File: src/rtl/tick_timer_pkg.sv
// tick_timer_pkg: shared state encoding and default sizing for the tick timer
package tick_timer_pkg;
    localparam int DEF_WIDTH = 32;
    localparam int DEF_PERIOD = 5;
    typedef enum logic [1:0] {
        IDLE = 2'd0,
        RUN  = 2'd1,
        DONE = 2'd2
    } state_t;
endpackage

File: src/rtl/tick_timer_if.sv
// tick_timer_if: config handshake, commands and timer outputs
interface tick_timer_if import tick_timer_pkg::*; #(parameter int WIDTH = DEF_WIDTH);
    logic             cfg_valid;
    logic             cfg_ready;
    logic [WIDTH-1:0] cfg_period;
    logic             cfg_oneshot;
    logic             start;
    logic             stop;
    logic [WIDTH-1:0] count;
    logic             tick;
    logic             toggle;
    logic             busy;
    logic             done;
    modport master (
        output cfg_valid, cfg_period, cfg_oneshot, start, stop,
        input  cfg_ready, count, tick, toggle, busy, done
    );
    modport slave (
        input  cfg_valid, cfg_period, cfg_oneshot, start, stop,
        output cfg_ready, count, tick, toggle, busy, done
    );
endinterface

File: src/rtl/tick_timer_ctrl_period_counter.sv
// period_counter: counts 0..period-1 while enabled and flags the wrap edge
module period_counter import tick_timer_pkg::*; #(parameter int WIDTH = DEF_WIDTH) (
    input  logic             clk,
    input  logic             rst,
    input  logic             clr,
    input  logic             en,
    input  logic [WIDTH-1:0] period,
    output logic [WIDTH-1:0] count,
    output logic             wrap
);
    // period is pre-clamped to >=1, so period-1 never underflows
    assign wrap = en && (count == period - WIDTH'(1));
    // count advances while enabled, returns to zero on wrap or clear
    always_ff @(posedge clk) begin
        if (rst || clr) count <= '0;
        else if (en) count <= wrap ? '0 : count + WIDTH'(1);
    end
endmodule

File: src/rtl/tick_timer_ctrl.sv
// tick_timer_ctrl: run-control FSM turning a period counter into tick/toggle events
module tick_timer_ctrl import tick_timer_pkg::*; #(
    parameter int WIDTH = DEF_WIDTH,
    parameter int DEFAULT_PERIOD = DEF_PERIOD
) (
    input logic        clk,
    input logic        rst,
    tick_timer_if.slave bus
);
    localparam logic [WIDTH-1:0] RST_PERIOD = WIDTH'(DEFAULT_PERIOD);
    state_t           state_q, state_d;
    logic [WIDTH-1:0] period_q, period_c, count;
    logic             oneshot_q, tick_q, toggle_q, done_q;
    logic             cfg_ready, cfg_fire, en, wrap, busy;
    assign period_c = (bus.cfg_period == '0) ? WIDTH'(1) : bus.cfg_period;
    assign cfg_fire = bus.cfg_valid && cfg_ready;
    // state register
    always_ff @(posedge clk) begin
        if (rst) state_q <= IDLE;
        else state_q <= state_d;
    end
    // next-state: stop always dominates start; a one-shot wrap parks in DONE
    always_comb begin
        state_d = state_q;
        case (state_q)
            IDLE: state_d = (bus.start && !bus.stop) ? RUN : IDLE;
            RUN:  state_d = bus.stop ? IDLE : (wrap && oneshot_q) ? DONE : RUN;
            DONE: state_d = (bus.start && !bus.stop) ? RUN :
                            (cfg_fire || bus.start) ? IDLE : DONE;
            default: state_d = IDLE;
        endcase
    end
    // state-decoded outputs; a stop in RUN freezes the counter so it cannot wrap
    always_comb begin
        busy      = state_q == RUN;
        cfg_ready = state_q != RUN;
        en        = busy && !bus.stop;
    end
    period_counter #(.WIDTH(WIDTH)) u_cnt (
        .clk    (clk),
        .rst    (rst),
        .clr    (!en),
        .en     (en),
        .period (period_q),
        .count  (count),
        .wrap   (wrap)
    );
    // config latch and tick/toggle/done bookkeeping
    always_ff @(posedge clk) begin
        if (rst) begin
            period_q  <= RST_PERIOD;
            oneshot_q <= 1'b0;
            tick_q    <= 1'b0;
            toggle_q  <= 1'b0;
            done_q    <= 1'b0;
        end else begin
            tick_q   <= wrap;
            toggle_q <= toggle_q ^ wrap;
            if (cfg_fire) begin
                period_q  <= period_c;
                oneshot_q <= bus.cfg_oneshot;
            end
            if (wrap && oneshot_q) done_q <= 1'b1;
            else if (cfg_fire || (state_d == RUN && state_q != RUN)) done_q <= 1'b0;
        end
    end
    assign bus.cfg_ready = cfg_ready;
    assign bus.count     = count;
    assign bus.tick      = tick_q;
    assign bus.toggle    = toggle_q;
    assign bus.busy      = busy;
    assign bus.done      = done_q;
endmodule

File: src/flat_wrapper.sv
// flat-port wrapper written by rule: the top's interface ports become plain ports
module tick_timer_ctrl_flat import tick_timer_pkg::*;
#(
    parameter int WIDTH = DEF_WIDTH,
    parameter int DEFAULT_PERIOD = DEF_PERIOD
)
  (clk, rst, bus_cfg_valid, bus_cfg_period, bus_cfg_oneshot, bus_start, bus_stop, bus_cfg_ready, bus_count, bus_tick, bus_toggle, bus_busy, bus_done);
  tick_timer_if #(.WIDTH(WIDTH)) bus_i ();
  input logic clk;
  input logic rst;
  input wire logic [$bits(bus_i.cfg_valid)-1:0] bus_cfg_valid;
  input wire logic [$bits(bus_i.cfg_period)-1:0] bus_cfg_period;
  input wire logic [$bits(bus_i.cfg_oneshot)-1:0] bus_cfg_oneshot;
  input wire logic [$bits(bus_i.start)-1:0] bus_start;
  input wire logic [$bits(bus_i.stop)-1:0] bus_stop;
  output wire logic [$bits(bus_i.cfg_ready)-1:0] bus_cfg_ready;
  output wire logic [$bits(bus_i.count)-1:0] bus_count;
  output wire logic [$bits(bus_i.tick)-1:0] bus_tick;
  output wire logic [$bits(bus_i.toggle)-1:0] bus_toggle;
  output wire logic [$bits(bus_i.busy)-1:0] bus_busy;
  output wire logic [$bits(bus_i.done)-1:0] bus_done;
  assign bus_i.cfg_valid = bus_cfg_valid;
  assign bus_i.cfg_period = bus_cfg_period;
  assign bus_i.cfg_oneshot = bus_cfg_oneshot;
  assign bus_i.start = bus_start;
  assign bus_i.stop = bus_stop;
  assign bus_cfg_ready = bus_i.cfg_ready;
  assign bus_count = bus_i.count;
  assign bus_tick = bus_i.tick;
  assign bus_toggle = bus_i.toggle;
  assign bus_busy = bus_i.busy;
  assign bus_done = bus_i.done;
  tick_timer_ctrl #(.WIDTH(WIDTH), .DEFAULT_PERIOD(DEFAULT_PERIOD)) u_core (.clk(clk), .rst(rst), .bus(bus_i));
endmodule
File: config.mk
export PLATFORM = sky130hd
export DESIGN_NAME = tick_timer_ctrl_flat
export DESIGN_NICKNAME = d
export VERILOG_FILES = /design/src/rtl/tick_timer_pkg.sv /design/src/rtl/tick_timer_if.sv /design/src/rtl/tick_timer_ctrl_period_counter.sv /design/src/rtl/tick_timer_ctrl.sv /design/src/flat_wrapper.sv
export SDC_FILE = /design/constraint.sdc
export NUM_CORES = 1
export LEC_CHECK = 0
export ABC_CLOCK_PERIOD_IN_PS = 7410
export CORE_AREA = 2 2 107 109
export DETAILED_ROUTE_END_ITERATION = 10
export DIE_AREA = 0 0 109 111
export PLACE_DENSITY = 0.7
export SYNTH_ARGS = -nofsm -noshare
export SYNTH_HDL_FRONTEND = slang
export SYNTH_SLANG_ARGS = --single-unit
export TNS_END_PERCENT = 1
File: constraint.sdc
create_clock -name clk -period 7.41 [get_ports clk]
set_input_delay 0.741 -clock clk [delete_from_list [all_inputs] [get_ports clk]]
set_output_delay 0.741 -clock clk [all_outputs]
set_load 0.01 [all_outputs]
==> reports/qor.csv, run 1 <==
metric;value;unit
run status;complete, no violations;
antenna viol nets, final;0;
Peak Freq;257.4;MHz
Crit path required time;7.59;ns
kind of critical path;in -> reg;
H-tree depth;3;
fill cell count;1067;
Final Hold Viols;0;
Peak supply drop;0.1003;mV
Worst-path clk slew;0.06;ns
largest net degree at the start of global routing;37;
total global routing track utilization;19.50;%
Net Count, Synth;578;
clock buffers created by TritonCTS;9;
via count;4140;
Hold Buf Count CTS;0;
Worst Setup Slack, final;3.525;ns
placed cells;729;
CTS tree;done;
Root Driver;clkbuf_16;
Boundary Pins;75;
most common cell after layout, fill and taps aside;nand2_1;
Cell Area, Synth;4190;µm²
drc violations;0;
synthesis-stage register bit count;70;
DPL Wire Length;8630;µm
Die W;109;µm
clk buf depth;2;
Ant. Diodes;0;
top_reg_cell synth;dfxtp_1;
Lkg Pwr;1.784;nW
Via density;5.557;
worst slew pin tran;1.076;ns
Avg Inst Size Synth;7.789;µm²
commonest non-fill, non-tap cells in the layout;88 x nand2_1, 74 x clkdlybuf4s50_1, 70 x dfxtp_1, 48 x nor3_1, 38 x xnor2_1;
Clock Skews;0.007101;ns
cts repair resizes;0;
first-pass GRT wire length;18860;µm
Nets;637;
Setup Buffers After CTS;0;
Slew HR;28.07;%
DRT Pass-1 Iters;5;
Hold Slack;0.4665;ns
Arr. time, crit path;4.06;ns
Seq/Total Area, Yosys;33.44;%
filler-free cell count of the finished design;745;
worst skew pair latency;0.34;ns
Post-synth EDFFs;0;
initial antenna violation count;0;
GRT overflow;0;
Ys Warns;0;
Die Area;12100;µm²
HP Class;reg -> reg;
pwr/cell area;190.4;nW/µm²
Clock Sinks;70;
GPL Wtd Cong;0.8985;
CP Launch Type;input port;
library cells used by synthesis;57;
vias in the first global route;3857;
chip height;111;µm
count of final max-slew check failures;0;
maxcap violations;0;
unrepaired setup endpoints after global routing;no;
endpoints failing setup;0;
area grow syn2layout;26.90;%
r2r setup slk;3.81;ns
I/O Buffers;74;
part of the cycle the worst path needs;52.43;%
starting density of the core;37.83;%
Synth Instances;538;
post-place setup slack;3.227;ns
setup TNS;0;ns
wire per inst;15.31;µm
row count;39;
Initial DRC Count;258;
Async SR Flop Fraction;0;%
share of layout cells above drive strength 1;4.817;%
total core area;11080;µm²
Tmin final;3.885;ns
drt total wl;11400;µm
CP max FO;35;
Critical Path End Type;register;
## layer usage
metal / vias up / track usage, % / share of wire [%]
met5: - / 0 / 0
met4: 0 / 9.231 / 3.1
met3: 28 / 3.762 / 5.5
met2: 126 / 27.91 / 43
met1: 1932 / 27.83 / 48
li1: 2054 / - / -
## final cells by class
type / instances / area (µm²) / share of cell area (%)
repair buffers: 77 / 763.2 / 14.35
inverters: 13 / 48.80 / 0.9176
clock buffers: 13 / 270.3 / 5.082
flip-flops and latches: 70 / 1401 / 26.35
multi-input cells: 426 / 2590 / 48.71
clock inverters: 3 / 65.06 / 1.224
well taps: 143 / 178.9 / 3.365
## per-stage QoR
step | utilization (%) | power [W] | cell area [µm²]
4_1_cts | 48.01 | 0.001018 | 5318
6_report | 48.01 | 0.001012 | 5318
5_1_grt | 48.01 | 0.001051 | 5318
2_1_floorplan | - | 0.0004943 | 4190
3_3_place_gp | 44.98 | 0.0005373 | 4982
3_5_place_dp | 44.98 | 0.0005405 | 4982
## cells by family after synthesis
logic type	synth area share, %
xor gates and xnor gates	13.59
and+or+nand+nor	33.89
muxes	1.523
DFF	33.44
buffers and inverters	4.748
AOI/OAI and AO/OA	12.21
adders and majority gates	0.5971
## cell usage after synthesis, drive strengths merged, types with 10 or more instances
cell,instances,share of area (%)
inv,13,1.2
a21oi,35,4.2
buf,10,1.9
xor2,27,5.6
nand4,13,1.9
nor4,24,3.6
nand2,88,7.9
nand3,13,1.6
xnor2,38,7.9
nor2,25,2.2
clkbuf,19,1.7
dfxtp,70,33
nor3,48,5.7
## critical path: stages
cell	delay, ns
clkdlybuf4s50_1	0.44
or3b_2	0.48
a2111oi_0	0.60
o2111ai_1	0.21
or4b_2	0.67
nor4_1	0.16
and4_1	0.25
buf_4	0.37
nor3_1	0.12
## where the power goes
| part | total, W | internal, W | leakage, nW | switching [W] |
|---|---|---|---|---|
| Sequential | 0.000408 | 0.000388 | 0.570 | 0.0000200 |
| Clock | 0.000477 | 0.000321 | 0.166 | 0.000155 |
| Combinational | 0.000127 | 0.0000595 | 1.05 | 0.0000678 |
## final timing paths
check	startpoint	end	depth (start not counted)
max	bus_stop	u_core.u_cnt.count[2]$_SDFFE_PP0P_	9
min reg2reg	u_core.period_q[31]$_SDFFE_PP0P_	u_core.period_q[31]$_SDFFE_PP0P_	2
min	u_core.period_q[31]$_SDFFE_PP0P_	u_core.period_q[31]$_SDFFE_PP0P_	2
max reg2reg	u_core.period_q[0]$_SDFFE_PP1P_	u_core.u_cnt.count[2]$_SDFFE_PP0P_	10
## registers in the layout, summed over array words and instances, names as in the netlist
| signal | flops |
|---|---|
| u_core.bus.done | 1 |
| u_core.period_q | 32 |
| u_core.oneshot_q | 1 |
| u_core.bus.toggle | 1 |
| u_core.state_q | 2 |
| u_core.u_cnt.count | 32 |
| u_core.bus.tick | 1 |
No activity file was read; power rests on OpenSTA's default activity.
==> run 2, diff against run 1 <==
- ABC_CLOCK_PERIOD_IN_PS: 7410 -> 3600
- clock period: 7.41 -> 3.6 ns (I/O delays scaled with it)
==> reports/qor.csv, run 2 (synthesis gave the netlist of run 1 again) <==
metric;value;unit;change
GRT overflow;0;;unchanged
hold path cells;2;;unchanged
Final Hold Viols;0;;unchanged
via count;4164;;+0.58%
worst skew pair latency;0.33;ns;about the same
Lkg Pwr;1.842;nW;+3.3%
starting density of the core;37.83;%;unchanged
run status;complete, no violations;;
design area;5409;µm²;+1.7%
Crit path required time;3.82;ns;-3.77 ns
GPL Wtd Cong;0.9012;;+0.30%
min-delay src;u_core.period_q[31]$_SDFFE_PP0P_;;
r2r setup slk;0.32;ns;-3.49 ns
chip height;111;µm;unchanged
Nets;649;;+1.9%
wire per inst;15.49;µm;+1.2%
Slew HR;32.49;%;+4.4 points
total core area;11080;µm²;unchanged
filler-free cell count of the finished design;756;;+1.5%
clk buf depth;2;;unchanged
part of the cycle the worst path needs;91.18;%;
Root Driver;clkbuf_16;;
Tmin final;3.283;ns;
Peak supply drop;0.2275;mV;+130%
area grow syn2layout;29.08;%;
placed cells;741;;+1.6%
commonest non-fill, non-tap cells in the layout;88 x nand2_1, 74 x clkdlybuf4s50_1, 70 x dfxtp_1, 48 x nor3_1, 38 x xnor2_1;;
Reg-to-Reg End;u_core.bus.toggle$_SDFF_PP0_;;
registers with the most flip-flops;u_core.period_q: 32 flops, u_core.u_cnt.count: 32 flops, u_core.state_q: 2 flops;;
total global routing track utilization;19.97;%;+0.47 points
pwr/cell area;382.7;nW/µm²;+100%
initial antenna violation count;0;;unchanged
worst slew pin tran;1.013;ns;-0.06379 ns
Hold Path End;u_core.period_q[31]$_SDFFE_PP0P_;;
met3 wire len;668;µm;+7.1%
Critical Path End Type;register;;
Worst R2R Path Depth;7;;-3
antenna viol nets, final;0;;unchanged
I/O Buffers;74;;unchanged
maxcap violations;0;;unchanged
CP max FO;9;;-74%
Hold Slack;0.4698;ns;+0.003321 ns
Boundary Pins;75;;unchanged
Arr. time, crit path;3.50;ns;-0.56 ns
metal2 WL;5288;µm;+7.3%
kind of critical path;reg -> reg;;
DRT Pass-1 Iters;4;;-1
largest net degree at the start of global routing;36;;-2.7%
row count;39;;unchanged
Area after DPL;5085;µm²;+2.1%
setup TNS;0;ns;unchanged
most common cell after layout, fill and taps aside;nand2_1;;
share of layout cells above drive strength 1;6.688;%;+1.9 points
Die W;109;µm;unchanged
Via density;5.508;;-0.88%
wire length on met1;5623;µm;+2.2%
CP Launch Type;register;;
HP Class;reg -> reg;;
Ant. Diodes;0;;unchanged
Die Area;12100;µm²;unchanged
Final Util;48.83;%;+0.82 points
Clock Sinks;70;;unchanged
clock buffers created by TritonCTS;9;;unchanged
Worst-path clk slew;0.05;ns;about the same
unrepaired setup endpoints after global routing;no;;
drt total wl;11710;µm;+2.7%
Peak Freq;304.6;MHz;
worst r2r src;u_core.period_q[2]$_SDFFE_PP1P_;;
CTS tree;done;;
drc violations;0;;unchanged
vias in the first global route;3903;;+1.2%
DPL Wire Length;8989;µm;+4.2%
first-pass GRT wire length;19150;µm;+1.5%
endpoints failing setup;0;;unchanged
Initial DRC Count;226;;-12%
H-tree depth;3;;unchanged
Clock Skews;0.005324;ns;-0.001777 ns
count of final max-slew check failures;0;;unchanged
Top Layer Used;met4;;
run 2: cell types whose count changed in the layout (fill, tap and decap cells not counted), sizes merged:
cell    before  now
buf          3   15
clkbuf      13   11
clkinv       1    2
run 2: timing repair:
item,in CTS,in global routing
buffers inserted,0,0
hold endpoints to repair,0,0
endpoints found under the setup margin,0,2
gates resized for setup,0,1
hold buffers,0,0
run 2: worst max-delay path by stage:
| stage | startpoint | to | slack (ns) | cells past startpoint |
|---|---|---|---|---|
| 5_1_grt | u_core.period_q[2]$_SDFFE_PP1P_ | u_core.u_cnt.count[11]$_SDFFE_PP0P_ | 0.06 | 8 |
| 4_1_cts | u_core.period_q[0]$_SDFFE_PP1P_ | u_core.u_cnt.count[9]$_SDFFE_PP0P_ | 0.31 | 11 |
| 3_3_place_gp | bus_stop | u_core.bus.toggle$_SDFF_PP0_ | 0.16 | 9 |
| 2_1_floorplan | u_core.period_q[0]$_SDFFE_PP1P_ | u_core.bus.toggle$_SDFF_PP0_ | 0.52 | 11 |
| 3_5_place_dp | bus_stop | u_core.state_q[0]$_SDFF_PP0_ | 0.07 | 10 |
| 6_report | u_core.period_q[2]$_SDFFE_PP1P_ | u_core.bus.toggle$_SDFF_PP0_ | 0.32 | 7 |
run 2: layer usage:
metal  global-route usage [%]  vias up
li1                         -     2078
met1                    27.79     1951
met2                    30.77      127
met3                    3.998        8
met4                    6.410        0
met5                        0        -
run 2: critical path, stage by stage, from the launching register on:
cell and delay [ns]:
dfxtp_1 0.39, or4_4 0.57, or4_1 0.66, nor4_1 0.35, a211oi_1 0.10, a2111oi_0 0.42, and4_1 0.34, mux2_1 0.34
run 2: area by class of cell:
| type | instances | area (µm²) |
|---|---|---|
| Timing Repair Buffer | 89 | 865.8 |
| Tap cell | 143 | 178.9 |
| Clock inverter | 4 | 70.07 |
| Clock buffer | 11 | 252.7 |
| Inverter | 13 | 48.80 |
| Fill cell | 1089 | 5668 |
| Multi-Input combinational cell | 426 | 2591 |
| Sequential cell | 70 | 1401 |
run 2: where the power goes:
group | total, W | internal (W) | switching, W
clock | 0.000957 | 0.000637 | 0.000319
sequential | 0.000837 | 0.000799 | 0.0000378
combinational | 0.000277 | 0.000131 | 0.000146
run 2: stage by stage:
| step | power, W | setup WS (ns) |
|---|---|---|
| after floorplan | 0.001017 | 0.5169 |
| after global placement | 0.001117 | 0.1578 |
| after detailed placement | 0.001125 | 0.06638 |
| after CTS | 0.002082 | 0.3098 |
| after global routing | 0.002145 | 0.05764 |
| final | 0.002070 | 0.3175 |
